`src/rtl/ripple_count_sampler.sv`:
```
// ripple_count_sampler
// Samples an asynchronous ripple-counter bus into the clk domain. A value is
// accepted only once the synchronised bus has held the same value for STABLE
// consecutive compares, so a reading taken while the counter bits are still
// settling is never published. Accepted values are published with a one-cycle
// valid pulse. The block also counts how many times the counter has wrapped.
//
// Ports:
//   clk        system clock, rising edge
//   reset      asynchronous active-high reset, clears all state
//   cnt_in     ripple counter bus (asynchronous to clk)
//   sample_req request one stable sample (level, sampled at rising edge)
//   busy       high while a sample is in progress
//   valid      one-cycle pulse, cnt_out/wrap_cnt just updated
//   cnt_out    last accepted counter value
//   wrap       one-cycle pulse with valid when a wrap-around was seen
//   wrap_cnt   wraps seen since reset, modulo 2^EXT
//   err        one-cycle pulse, no stable value within MAX_TRY compares
//
// state   | meaning
// IDLE    | waiting for sample_req
// COMPARE | checking synchronised bus for STABLE consecutive matches

module ripple_count_sampler #(
  parameter int N       = 4,
  parameter int STABLE  = 2,
  parameter int MAX_TRY = 8,
  parameter int EXT     = 8
) (
  input  logic           clk,
  input  logic           reset,
  input  logic [N-1:0]   cnt_in,
  input  logic           sample_req,
  output logic           busy,
  output logic           valid,
  output logic [N-1:0]   cnt_out,
  output logic           wrap,
  output logic [EXT-1:0] wrap_cnt,
  output logic           err
);

  localparam int MW = $clog2(STABLE + 1);
  localparam int TW = $clog2(MAX_TRY + 1);

  typedef enum logic {
    IDLE    = 1'b0,
    COMPARE = 1'b1
  } state_t;

  state_t         state_q, state_d;
  logic [N-1:0]   sync1_q, s2_q;
  logic [N-1:0]   last_q, last_d;
  logic [MW-1:0]  match_q, match_d, match_inc;
  logic [TW-1:0]  tries_q, tries_d, tries_inc;
  logic [N-1:0]   cnt_out_q, cnt_out_d;
  logic [EXT-1:0] wrap_cnt_q, wrap_cnt_d;
  logic           valid_q, valid_d;
  logic           wrap_q, wrap_d;
  logic           err_q, err_d;

  always_comb begin
    state_d    = state_q;
    last_d     = last_q;
    match_d    = match_q;
    tries_d    = tries_q;
    cnt_out_d  = cnt_out_q;
    wrap_cnt_d = wrap_cnt_q;
    valid_d    = 1'b0;
    wrap_d     = 1'b0;
    err_d      = 1'b0;
    match_inc  = match_q + MW'(1);
    tries_inc  = tries_q + TW'(1);

    case (state_q)
      IDLE: begin
        if (sample_req) begin
          state_d = COMPARE;
          last_d  = s2_q;
          match_d = '0;
          tries_d = '0;
        end
      end
      COMPARE: begin
        tries_d = tries_inc;
        if (s2_q == last_q) begin
          match_d = match_inc;
        end else begin
          // Any difference restarts the stability run from the new value.
          last_d  = s2_q;
          match_d = '0;
        end
        // Accept wins over the try limit when both land on the same edge.
        if ((s2_q == last_q) && (match_inc == MW'(STABLE))) begin
          cnt_out_d = last_q;
          valid_d   = 1'b1;
          state_d   = IDLE;
          // A smaller value than the previous accept means the counter rolled over.
          if (last_q < cnt_out_q) begin
            wrap_d     = 1'b1;
            wrap_cnt_d = wrap_cnt_q + EXT'(1);
          end
        end else if (tries_inc == TW'(MAX_TRY)) begin
          err_d   = 1'b1;
          state_d = IDLE;
        end
      end
      default: state_d = IDLE;
    endcase
  end

  always_ff @(posedge clk or posedge reset) begin
    if (reset) begin
      state_q    <= IDLE;
      sync1_q    <= '0;
      s2_q       <= '0;
      last_q     <= '0;
      match_q    <= '0;
      tries_q    <= '0;
      cnt_out_q  <= '0;
      wrap_cnt_q <= '0;
      valid_q    <= 1'b0;
      wrap_q     <= 1'b0;
      err_q      <= 1'b0;
    end else begin
      state_q    <= state_d;
      sync1_q    <= cnt_in;
      s2_q       <= sync1_q;
      last_q     <= last_d;
      match_q    <= match_d;
      tries_q    <= tries_d;
      cnt_out_q  <= cnt_out_d;
      wrap_cnt_q <= wrap_cnt_d;
      valid_q    <= valid_d;
      wrap_q     <= wrap_d;
      err_q      <= err_d;
    end
  end

  assign busy     = (state_q == COMPARE);
  assign valid    = valid_q;
  assign cnt_out  = cnt_out_q;
  assign wrap     = wrap_q;
  assign wrap_cnt = wrap_cnt_q;
  assign err      = err_q;

endmodule

```
`config.mk`:
```
export PLATFORM = sky130hd
export DESIGN_NAME = ripple_count_sampler
export DESIGN_NICKNAME = d
export VERILOG_FILES = /design/src/rtl/ripple_count_sampler.sv
export SDC_FILE = /design/constraint.sdc
export NUM_CORES = 1
export LEC_CHECK = 0
export CAP_MARGIN = 20
export CORE_MARGIN = 2
export CORE_UTILIZATION = 24
export DETAILED_ROUTE_END_ITERATION = 8
export PLACE_DENSITY_LB_ADDON = 0.12
export RECOVER_POWER = 25
export SLEW_MARGIN = 30
export SYNTH_ARGS = -nofsm -noshare
export SYNTH_HDL_FRONTEND = slang
export SYNTH_SLANG_ARGS = --single-unit
```
`constraint.sdc`:
```
create_clock -name clk -period 2.3 [get_ports clk]
set_input_delay 0.46 -clock clk [delete_from_list [all_inputs] [get_ports clk]]
set_output_delay 0.46 -clock clk [all_outputs]
set_load 0.1 [all_outputs]
```
==> results by group <==
Clock network
  – CTS Buffer Depth: 2
  – Worst-path clk slew: 0.08 ns
  – Post-cts resize count: 0
  – CTS sink cnt: 34
  – CTS tree: yes
  – CTS buffer count: 5
  – CTS root buffer: clkbuf_8
  – Worst skew pair latency: 0.29 ns
  – Setup Fix Bufs, Post-CTS: 0
  – Hold_buf cts: 0
  – H-tree depth: 2

Place
  – RePlAce Congestion: 0.7226
  – Post-place setup slack: 0.4850 ns
  – Post-DP HPWL: 1895 um
  – Dpl cell area: 1767 um2
  – Port Buf Inserts: 22

Power and ir drop
  – Power density cells: 1082 nW/um2
  – Clock network power share: 26.6%
  – Peak supply drop: 0.0004940 V
  – NetSw: 0.0007859 W
  – LEAKAGE: 0.8720 nW
  – Switching share of total power: 38.79%
  – Sequential share of power: 39.6%
  – Cell Int Power: 0.001240 W
  – Combinational share of power: 33.7%

STA
  – Setup TNS Final: 0 ns
  – # setup viols final: 0
  – Max-slew violations: 0
  – Final hold violations: 0
  – RSZ-0062 raised after global routing: false
  – Final Skew: 0.01165 ns
  – Setup ws final: 0.5073 ns
  – Max Fclk: 557.8 MHz
  – Tmin final: 1.793 ns
  – Worst slew margin: 43.69%
  – Final Cycle Share: 77.94%
  – Worst Max-Slew Pin Slew: 0.8447 ns

GRT
  – Largest net degree at the start of global routing: 35
  – First-pass GRT wire length: 4671 um
  – Initial antenna violation count: 0
  – Global route overflow: 0
  – GRT Overall Usage: 8.717%
  – Vias in the first global route: 939

Synthesis
  – Syn_nets: 125
  – Syn_area_per_cell: 13.32 um2
  – Synthesis-stage register bit count: 34
  – Cell variety after synth: 32
  – YS warnings: 0
  – Sequential area share after synthesis: 57.05%
  – Post-Syn Area: 1491 um2
  – Cells after Synth: 112

Critical path
  – Worst Setup End Kind: register
  – Worst path max stage delay: 0.44 ns
  – Kind of critical path: reg2reg
  – Cells along the critical path: ha_1 > o211ai_1 > o211ai_4 > nor2_4 > mux2_2
  – Critical Path RT: 2.48 ns
  – Nature of the critical path startpoint: register
  – Critical path's top delay family: compound AO/OA/AOI/OAI gates
  – CP arrival: 1.97 ns
  – Buf+Inv Stages, Crit Path: 0
  – Slowest stage cell, crit path: dfrtp_1
  – Max FO, Critical Path: 7

Detailed routing
  – Routed wire per std cell: 12.31 um
  – DR iter-0 viols: 27
  – Vias/cell: 4.166
  – First drt pass iteration count: 3
  – Via count: 904
  – Final wirelength: 2671 um
  – Antenna Nets Post-Route: 0
  – DRC violations left: 0

Floorplanning
  – Die X: 82.83 um
  – Die Y-Extent: 82.83 um
  – Full die area: 6861 um2
  – FP Rows: 28
  – Core ar.: 5956 um2
  – Top Ports: 23
  – Initial core utilization: 25.04%

Job
  – # Max-Cap Violations: 0

Layout
  – Nets: 154
  – Area Overhead vs Synth: 25.59%
  – Ant diodes: 0
  – Final Util: 31.45%
  – Post-route design area: 1873 um2
  – Fill cells: 614
  – Share of cells above drive strength 1: 31.69%

Min path
  – Hold crit path type: reg2reg

Run status
  – Status: finished clean
Yosys cell counts:
master	instances	area (um2)
mux2i_1	1	10.01
nor2_4	1	11.26
o21ai_0	3	15.01
nor3b_1	1	7.510
nor4b_4	1	23.77
nand4_1	2	12.51
and2_1	1	6.260
nand2b_1	3	18.77
nor4_2	1	12.51
o211ai_1	1	7.510
nor2_2	1	6.260
dfrtp_1	34	850.8
nand3_1	4	20.02
o211ai_4	1	21.27
xor2_1	7	61.31
inv_1	8	30.03
nor3_1	4	20.02
buf_2	1	5.000
buf_4	1	7.510
nor2_1	1	3.750
ha_1	6	75.07
a22o_1	2	17.52
buf_6	1	11.26
nor3b_2	1	12.51
mux2_2	9	101.4
a21oi_1	1	5.000
nor4_4	1	21.27
nor2b_1	2	12.51
nand2_1	4	15.01
o21a_1	1	7.510
xnor2_1	6	52.55
o32ai_1	1	8.760
kinds of logic (layout without fill, tap and decap cells):
family                   count (synthesis)  in the layout  synth area share (%)
multiplexers                            10             10                 7.467
adder cells (fa/ha/maj)                  6              6                 5.033
AND/OR/NAND/NOR                         28             28                 13.67
flip-flops                              34             34                 57.05
AO/OA/AOI/OAI                           10             10                 5.537
buffers and inverters                   11             41                 3.607
XOR/XNOR                                13             13                 7.634
registers in the layout, summed over array words and instances, names as in the netlist:
| name | cells |
|---|---|
| last_q | 4 |
| sync1_q | 4 |
| wrap_cnt | 8 |
| busy | 1 |
| tries_q | 4 |
| wrap | 1 |
| valid | 1 |
| s2_q | 4 |
| cnt_out | 4 |
| err | 1 |
| match_q | 2 |
path summary, 6_finish.rpt:
kind,startpoint,slack [ns],depth (start not counted),to
worst max-delay path,last_q[1],0.51,5,wrap_cnt[1]
worst min-delay path,sync1_q[2],0.35,0,s2_q[2]
worst max register to register,last_q[1],0.51,5,wrap_cnt[1]
worst min register to register,sync1_q[2],0.35,0,s2_q[2]
max in group asynchronous,reset,0.84,3,cnt_out[3]
min in group asynchronous,reset,0.86,3,match_q[1]
layout make-up:
class	count	area [um2]	area share, %
multi-input combinational	67	586.8	31.33
clock buffer	5	68.82	3.674
sequential	34	853.3	45.56
tap	75	93.84	5.010
clock inverter	3	40.04	2.138
inverter	8	30.03	1.603
timing repair buffer	25	200.2	10.69
stage by stage:
stage | hold slack [ns] | power, W | cells
after global placement | 0.3327 | 0.001510 | 209
after global routing | 0.3670 | 0.002163 | 217
after floorplan | 0.3312 | 0.001367 | 112
final | 0.3486 | 0.002026 | 217
after CTS | 0.3510 | 0.002067 | 217
after detailed placement | 0.3347 | 0.001514 | 209
cells in the final DEF, fill, tap and decap left out, types with 2 or more instances in the layout:
cell type / instances
dfrtp_1: 32
nor3_1: 4
clkinv_2: 2
xor2_1: 7
nor2b_1: 2
a22o_1: 2
dlygate4sd3_1: 5
clkbuf_8: 5
ha_1: 6
mux2_2: 9
xnor2_1: 6
buf_4: 18
inv_1: 8
nand3_1: 4
o21ai_0: 3
nand2b_1: 3
nand4_1: 2
dfrtp_2: 2
nand2_1: 4
power by group through the flow:
stage                     Sequential, W  Clock [W]  Combinational, W
after floorplan                 0.00107          0          0.000300
after global routing           0.000827   0.000593          0.000744
after global placement         0.000816          0          0.000694
after CTS                      0.000809   0.000558          0.000699
after detailed placement       0.000818          0          0.000696
final                          0.000803   0.000540          0.000684
worst register-to-register path, cell delays in order, from the launching register on:
cell	delay, ns
dfrtp_1	0.44
ha_1	0.29
o211ai_1	0.25
o211ai_4	0.21
nor2_4	0.16
mux2_2	0.34
metal layers:
metal  vias to the layer above  track usage, %  share of wire (%)
met5                         -               0                  0
met4                         0           4.024                1.3
met3                         4           2.883                4.8
met2                        23           12.83                 46
met1                       435           11.59                 48
li1                        442               -                  -
Power figures use the tool's default switching activity.
